### src/rtl/accel_pkg.sv
// Shared definitions for the near-memory CNN accelerator: FSM encodings and
// default bus widths common to the fetch master and the word memory.
package accel_pkg;

  localparam int unsigned DEFAULT_DATA_WIDTH    = 32;
  localparam int unsigned DEFAULT_ADDRESS_WIDTH = 8;

  typedef enum logic [1:0] {
    IDLE  = 2'd0,
    FETCH = 2'd1,
    DRAIN = 2'd2,
    DONE  = 2'd3
  } fetch_state_t;

endpackage

### src/rtl/fetch_buf.sv
// Two-entry FIFO holding {last, data} between the memory capture stage and
// the downstream valid/ready channel. Entry 0 is always the head.
module fetch_buf #(
  parameter int unsigned WIDTH = 33
) (
  input  logic             clk,
  input  logic             rst,
  input  logic             push,
  input  logic [WIDTH-1:0] push_data,
  input  logic             pop,
  output logic [1:0]       occupancy,
  output logic [WIDTH-1:0] head
);

  logic [WIDTH-1:0] slot0;
  logic [WIDTH-1:0] slot1;
  logic [1:0]       count;
  logic             do_pop;
  logic             do_push;
  logic [1:0]       after_pop;

  assign do_pop    = pop && (count != 2'd0);
  assign do_push   = push && !((count == 2'd2) && !do_pop);
  assign after_pop = count - 2'(do_pop);

  always_ff @(posedge clk or posedge rst) begin
    if (rst) begin
      slot0 <= '0;
      slot1 <= '0;
      count <= '0;
    end else begin
      if (do_pop) begin
        slot0 <= slot1;
      end
      // A push lands in the first free slot after this cycle's pop shifts.
      if (do_push) begin
        if (after_pop == 2'd0) begin
          slot0 <= push_data;
        end else begin
          slot1 <= push_data;
        end
      end
      count <= after_pop + 2'(do_push);
    end
  end

  assign occupancy = count;
  assign head      = slot0;

endmodule

### src/rtl/window_fetch.sv
// Read-side bus master: fetches a KxK row-major window from word memory and
// streams it downstream over valid/ready with last on the final element.
module window_fetch
  import accel_pkg::*;
#(
  parameter int unsigned DATA_WIDTH    = DEFAULT_DATA_WIDTH,
  parameter int unsigned ADDRESS_WIDTH = DEFAULT_ADDRESS_WIDTH,
  parameter int unsigned K_WIDTH       = 4
) (
  input  logic                     clk,
  input  logic                     rst,
  input  logic                     start,
  input  logic [ADDRESS_WIDTH-1:0] base_addr,
  input  logic [ADDRESS_WIDTH-1:0] img_width,
  input  logic [K_WIDTH-1:0]       k,
  output logic                     busy,
  output logic                     done,
  output logic                     mem_sel,
  output logic                     mem_w_en,
  output logic [ADDRESS_WIDTH-1:0] mem_addr,
  input  logic [DATA_WIDTH-1:0]    mem_data,
  output logic [DATA_WIDTH-1:0]    out_data,
  output logic                     out_valid,
  input  logic                     out_ready,
  output logic                     out_last
);

  localparam int unsigned CNT_WIDTH = 2 * K_WIDTH;

  fetch_state_t state;
  fetch_state_t state_next;

  logic [ADDRESS_WIDTH-1:0] width_q;
  logic [ADDRESS_WIDTH-1:0] row_base;
  logic [ADDRESS_WIDTH-1:0] addr_q;
  logic [ADDRESS_WIDTH-1:0] cur_addr;
  logic [K_WIDTH-1:0]       k_q;
  logic [K_WIDTH-1:0]       col;
  logic [CNT_WIDTH-1:0]     elem;
  logic [CNT_WIDTH-1:0]     total;
  logic                     inflight;
  logic                     inflight_last;
  logic [1:0]               occupancy;
  logic [DATA_WIDTH:0]      head;
  logic [2:0]               pending;
  logic                     pop;
  logic                     issue;
  logic                     last_issue;
  logic                     drained;

  assign total      = CNT_WIDTH'(k_q) * CNT_WIDTH'(k_q);
  assign last_issue = (elem == total - CNT_WIDTH'(1));
  assign cur_addr   = row_base + ADDRESS_WIDTH'(col);
  assign pop        = out_valid && out_ready;
  // Slots that will be committed once the read in flight lands, net of this cycle's pop.
  assign pending    = 3'(occupancy) + 3'(inflight) - 3'(pop);
  assign drained    = !inflight && ((occupancy == 2'd0) || ((occupancy == 2'd1) && pop));

  always_ff @(posedge clk or posedge rst) begin
    if (rst) begin
      state <= IDLE;
    end else begin
      state <= state_next;
    end
  end

  always_comb begin
    state_next = state;
    unique case (state)
      IDLE: begin
        if (start) begin
          state_next = (k != '0) ? FETCH : DONE;
        end
      end
      FETCH: begin
        if (issue && last_issue) begin
          state_next = DRAIN;
        end
      end
      DRAIN: begin
        if (drained) begin
          state_next = DONE;
        end
      end
      DONE: begin
        state_next = IDLE;
      end
      default: begin
        state_next = IDLE;
      end
    endcase
  end

  always_comb begin
    busy     = (state != IDLE);
    done     = (state == DONE);
    issue    = (state == FETCH) && (pending < 3'd2);
    mem_sel  = issue || inflight;
    mem_addr = issue ? cur_addr : addr_q;
    mem_w_en = 1'b0;
  end

  always_ff @(posedge clk or posedge rst) begin
    if (rst) begin
      width_q       <= '0;
      row_base      <= '0;
      addr_q        <= '0;
      k_q           <= '0;
      col           <= '0;
      elem          <= '0;
      inflight      <= 1'b0;
      inflight_last <= 1'b0;
    end else begin
      if ((state == IDLE) && start) begin
        width_q  <= img_width;
        k_q      <= k;
        row_base <= base_addr;
        col      <= '0;
        elem     <= '0;
      end
      if (issue) begin
        addr_q <= cur_addr;
        elem   <= elem + CNT_WIDTH'(1);
        if (col == k_q - K_WIDTH'(1)) begin
          col      <= '0;
          row_base <= row_base + width_q;
        end else begin
          col <= col + K_WIDTH'(1);
        end
      end
      inflight      <= issue;
      inflight_last <= issue && last_issue;
    end
  end

  fetch_buf #(
    .WIDTH(DATA_WIDTH + 1)
  ) u_buf (
    .clk       (clk),
    .rst       (rst),
    .push      (inflight),
    .push_data ({inflight_last, mem_data}),
    .pop       (pop),
    .occupancy (occupancy),
    .head      (head)
  );

  assign out_valid = (occupancy != 2'd0);
  assign out_data  = head[DATA_WIDTH-1:0];
  assign out_last  = out_valid && head[DATA_WIDTH];

endmodule

### config.mk
export PLATFORM = sky130hd
export DESIGN_NAME = window_fetch
export DESIGN_NICKNAME = d
export VERILOG_FILES = /design/src/rtl/accel_pkg.sv /design/src/rtl/fetch_buf.sv /design/src/rtl/window_fetch.sv
export SDC_FILE = /design/constraint.sdc
export NUM_CORES = 1
export LEC_CHECK = 0
export ABC_AREA = 1
export ABC_CLOCK_PERIOD_IN_PS = 6950
export BUFFER_PORTS_ARGS = -buffer_cell sky130_fd_sc_hd__buf_2
export CAP_MARGIN = 20
export CORE_MARGIN = 5
export CORE_UTILIZATION = 59
export CTS_BUF_LIST = sky130_fd_sc_hd__clkbuf_2 sky130_fd_sc_hd__clkbuf_4 sky130_fd_sc_hd__clkbuf_8
export CTS_CLUSTER_DIAMETER = 50
export DETAILED_ROUTE_END_ITERATION = 10
export PLACE_DENSITY_LB_ADDON = 0.08
export RECOVER_POWER = 100
export REMOVE_ABC_BUFFERS = 1
export SETUP_SLACK_MARGIN = 0.3
export SLEW_MARGIN = 20
export SYNTH_ARGS = -nofsm -noshare
export SYNTH_HDL_FRONTEND = slang
export SYNTH_SLANG_ARGS = --single-unit
### constraint.sdc
create_clock -name clk -period 6.95 [get_ports clk]
set_input_delay 2.085 -clock clk [delete_from_list [all_inputs] [get_ports clk]]
set_output_delay 2.085 -clock clk [all_outputs]
set_load 0.02 [all_outputs]
Yosys cells after proc, flatten, opt, wreduce, memory -nomap -nowiden
Cells that the tools add are included.
{ "word_totals": {"word_cells": 76, "in_bits": 56, "output_inout_bits": 46, "ff_bits": 112} }
{ "op_classes": {"n_eq_ne": 10, "multipliers": 1, "order_cmp": 1, "add_sub_neg": 10, "n_bitwise": 1, "reduce_logical": 24, "muxes": 17} }
{ "op_table": {"columns": ["cell", "count"], "rows": [
  ["$mux W33", 3],
  ["$mux W8", 6],
  ["$mux W4", 3],
  ["$logic_and A1 B1 Y1", 10],
  ["$add A8 B1 Y8 const B", 1],
  ["$add A8 B4 Y8", 1],
  ["$add A8 B8 Y8", 1],
  ["$eq A8 B8 Y1", 1],
  ["$mul A4 B4 Y8", 1],
  ["$mux W2", 4],
  ["$pmux W2 S4", 1],
  ["$sub A8 B1 Y8 const B", 1],
  ["$eq A2 B2 Y1 const B", 3],
  ["$logic_not A2 Y1", 3],
  ["$ne A2 B2 Y1 const B", 3],
  ["$reduce_bool A2 Y1", 3],
  ["$add A4 B1 Y4 const B", 1],
  ["$eq A2 B1 Y1 const B", 2],
  ["$eq A4 B4 Y1", 1],
  ["$reduce_bool A4 Y1", 1],
  ["$sub A4 B1 Y4 const B", 1],
  ["$add A2 B1 Y3", 1],
  ["$logic_not A1 Y1", 3],
  ["$lt A3 B2 Y1 const B", 1],
  ["7 further kinds", 8]
]} }

Depth between registers and ports, before layout
{ "depth": {"word_depth": 8, "ltp_mapped": 20, "mapped_depth_nobuf": 19} }

By module
From an unflattened synthesis, not the netlist that was laid out.
{ "hier_totals": {"hier_cells": 805, "hier_area_um2": 6346.1} }
{ "modules_own_cells": {"columns": ["module", "cells_per_inst", "instances", "seq_area_each_um2", "area_each_um2"], "rows": [
  ["fetch_buf", 418, 1, 1701.6, 3194.3],
  ["window_fetch", 387, 1, 1101.1, 3151.8]
]} }

Least setup slack after synthesis
OpenSTA, ideal clock, no wires.
{ "synth_timing": {"path_type": "input to output", "from": "input out_ready", "to": "output mem_addr[4]", "required_ps": 4865, "arrival_ps": 4736, "path_slack_ps": 129, "stages": 14, "n_path_buf": 3, "cell_sequence": "inv_1 > nor2_2 > clkbuf_1 > ha_1 > inv_1 > nand2_1 > fa_1 > nand2_1 > a21oi_1 > and2_1 > buf_2 > buf_2 > nand2_1 > o21ai_0"} }
{ "synth_via": {"elab_chain_len": 5} }
{ "synth_lines": {"columns": ["item", "line", "rtl"], "rows": [
  ["start, declared", "window_fetch.sv:24", "input logic out_ready,"],
  ["$logic_and A1 B1 Y1", "window_fetch.sv:54", "assign pop = out_valid && out_ready;"],
  ["$sub A3 B1 Y3", "window_fetch.sv:56", "assign pending = 3'(occupancy) + 3'(inflight) - 3'(pop);"],
  ["$lt A3 B2 Y1", "window_fetch.sv:97", "issue = (state == FETCH) && (pending < 3'd2);"],
  ["$logic_and A1 B1 Y1", "window_fetch.sv:97", null],
  ["named net issue", "window_fetch.sv:47", "logic issue;"],
  ["$mux W8", null, null],
  ["end, declared", "window_fetch.sv:20", "output logic [ADDRESS_WIDTH-1:0] mem_addr,"]
]} }
The timed path passes the listed nets, and every way through them passes these cells.

Final worst setup path
{ "layout_timing": {"from": "input out_ready", "to": "output mem_addr[1]"} }
{ "layout_via": {"elab_chain_len": 5} }
{ "layout_lines": {"columns": ["item", "line"], "rows": [
  ["$logic_and A1 B1 Y1", "window_fetch.sv:54"],
  ["$sub A3 B1 Y3", "window_fetch.sv:56"],
  ["$lt A3 B2 Y1", "window_fetch.sv:97"],
  ["$logic_and A1 B1 Y1", "window_fetch.sv:97"],
  ["$mux W8", null]
]} }
No other way between the ends.

==> impl_metrics.yaml <==
global_routing:
  grt_usage: 0.209
  gr-total-overflow: 0
  grt_pass1_wl_um: 22100
  antenna_found_initial: 0
  grt_pass1_vias: 4799
  grt_max_degree: 67
worst_hold_path:
  hold_end: "addr_q[0]$_DFF_PP0_"
  min_from: "addr_q[0]$_DFF_PP0_"
  min_path_type: "register to register"
  holdPathStages: 2
cts:
  numCtsBuffers: 9
  max-clock-path-buffers: 2
  hold_buffers: 0
  cts.reportedPaths.clkPinSlew_ns: 0.10
  worstSkewPairLatency_ns: 0.37
  root_buffer: "clkbuf_8"
  cts_tree: "built"
  clock_sinks: 112
  htreeDepth: 3
drt:
  routed_wl_um: 13100
  dr.pass1.iters: 6
  vias: 4859
  routed_via_density: 5.25
  drtIter0Drc: 314
  antenna_left: 0
  wl_per_cell_um: 14.2
  route.detailed.drc: 0
synthesis:
  synthSimpleGateAreaFrac: 0.206
  yosysWarnings: 0
  synthArstFlopShare: 1.00
  synth_xor_area_frac: 0.0292
  synth_edf_count: 0
  netlist_instances: 728
  synth-adder-area-share: 0.0751
  synthMuxAreaShare: 0.0572
  synth.avg_cell_area_um2: 8.65
  synth_top_family_by_area: "simple AND/OR/NAND/NOR gates"
  syn-cell-area_um2: 6300
  synth_compound_area_frac: 0.0898
  synth_flop_cell: "dfrtp_1"
  ys_ff_latch: 112
  synthDistinctLibCells: 42
  seq_area_frac_synth: 0.445
floorplanning:
  design.portCount: 102
  dieHeight_um: 113
  die-area_um2: 12800
  die_x_um: 113
  core-area_um2: 10400
  start_util: 0.608
  row_count: 37
critical_path:
  crit_fanout: 17
  end_kind: "output port"
  rr_worst_depth: 7
  timing.rr.start: "u_buf.occupancy[1]$_DFF_PP0_"
  crit-reg2reg-capture: "u_buf.slot1[23]$_DFFE_PP0P_"
  crit_type: "input pin to output port"
  required_ns: 4.87
  critPathLaunchType: "input pin"
  reg2reg_slack_ns: 2.87
  arrival_ns: 4.44
place:
  place_ws_ns: 0.161
  dp.final_hpwl_um: 9360
  io_buffers: 100
  gp_congestion: 0.874
sta:
  setup_viol: 0
  rsz0062_at_grt: "false"
  slew_headroom: -1.00
  period_share: 0.939
  hold_violations: 0
  worst_slack_ns: 0.426
  clock.fmax_mhz: 153
  drv_slew: 184
  clock-skew-final_ns: 0.0164
  finalCriticalPeriod_ns: 6.52
  worstMarginPinSlew_ns: 2.98
job:
  cap_violations: 4
layout:
  fin_util: 0.652
  layout-drive-gt1-share: 0.156
  diodes: 0
  area_growth_pct: 7.37
  nets: 877
power:
  total_power_mw: 3.47
  power_density_nw_per_um2: 512
  ir_worst_vdd_v: 0.000325
  leakagePower_nw: 3.36
run_status:
  violations: "max-capacitance violations, max-slew violations"
  status: "complete, but fails checks"
cells by family (layout without fill, tap and decap cells):
kind of cell	Yosys count	in the layout
fa+ha+maj	36	36
compound gates	97	97
mux	32	32
simple gates	307	307
flops	112	112
buf+inv	122	184
other cells	1	1
xor+xnor	21	21
cell type report:
| class | instances | area [um2] |
|---|---|---|
| fill | 911 | 3610 |
| multi-input combinational | 494 | 2870 |
| sequential | 112 | 2800 |
| timing repair buffer | 103 | 454 |
| inverter | 65 | 248 |
| tap | 136 | 170 |
| clock buffer | 10 | 131 |
| clock inverter | 6 | 92.6 |
worst max-delay path: stages:
cell      delay [ns]
clkbuf_1        0.14
inv_1           0.07
nor2_1          0.14
ha_1            0.24
inv_1           0.11
nand2_1         0.08
fa_1            0.49
nand2_1         0.05
a21oi_1         0.15
and2_4          0.26
inv_4           0.11
o21ai_0         0.24
clkbuf_1        0.27
flip-flops by register name, summed over array words and instances, names as in the netlist:
name             cells
col                  4
row_base             8
width_q              8
inflight             1
u_buf.head          33
elem                 8
u_buf.occupancy      2
state                2
inflight_last        1
u_buf.slot1         33
addr_q               8
k_q                  4
where the power goes:
group	switching [mW]	leakage, nW	internal, mW
registers	0.188	1.40	0.939
clock network	0.223	0.112	0.210
logic	1.17	1.84	0.730
cells in the mapped netlist, types with 4 or more instances:
cell type  count  area (um2)
o22ai_1        4        25.0
nor2_2         4        25.0
nand2_2        6        37.5
xor2_1        13         114
a21oi_1       16        80.1
nand4_1        4        25.0
dfrtp_1      112        2800
nand3_1       22         110
xnor2_1        8        70.1
nand2_1      201         754
a31oi_1       36         225
buf_4         38         285
nand3_2        4        40.0
inv_1         59         221
clkbuf_1      10        37.5
nor2_1        54         203
buf_2          9        45.0
ha_1          33         413
mux2_2        30         338
o21ai_0       29         145
layer usage:
metal | wire length (um) | up-vias | track usage
met1 | 5890 | 2302 | 0.269
met2 | 6370 | 105 | 0.364
met3 | 735 | 11 | 0.0444
li1 | - | 2441 | -
met5 | 0 | - | 0
met4 | 117 | 0 | 0.0449
timing repair:
item,4_1_cts,5_1_grt
resized for setup,1,2
pin swaps,0,0
setup buffers,0,0
setup endpoints to repair,5,4
cell usage in the layout, fill, tap and decap left out, types with 4 or more instances in the layout:
cell and instances:
nand2_1 202, dfrtp_1 112, inv_1 58, nor2_1 57, buf_2 53, clkbuf_1 49
a31oi_1 36, ha_1 33, o21ai_0 30, mux2_2 30, nand3_1 23, a21oi_1 16
xor2_1 13, clkbuf_8 9, xnor2_1 8, nand4_1 4, o22ai_1 4, nand2_2 4
nand2_4 4
stage by stage:
stage          setup TNS [ns]  area (um2)  hold WS, ns  instances
5_1_grt                     0        6760        0.517        926
4_1_cts                     0        6860        0.491        926
2_1_floorplan          -0.930        5930        0.454        671
6_report                    0        6760        0.490        926
3_3_place_gp                0        6640        0.453        910
3_5_place_dp                0        6640        0.465        910
worst max path at each step:
stage | start | to | cells past startpoint
6_report | out_ready | mem_addr[1] | 13
5_1_grt | out_ready | mem_addr[2] | 13
4_1_cts | out_ready | mem_addr[2] | 13
3_5_place_dp | out_ready | mem_addr[2] | 13
3_3_place_gp | out_ready | mem_addr[6] | 13
2_1_floorplan | out_ready | mem_addr[6] | 11
(Power assumes the default switching activity.)
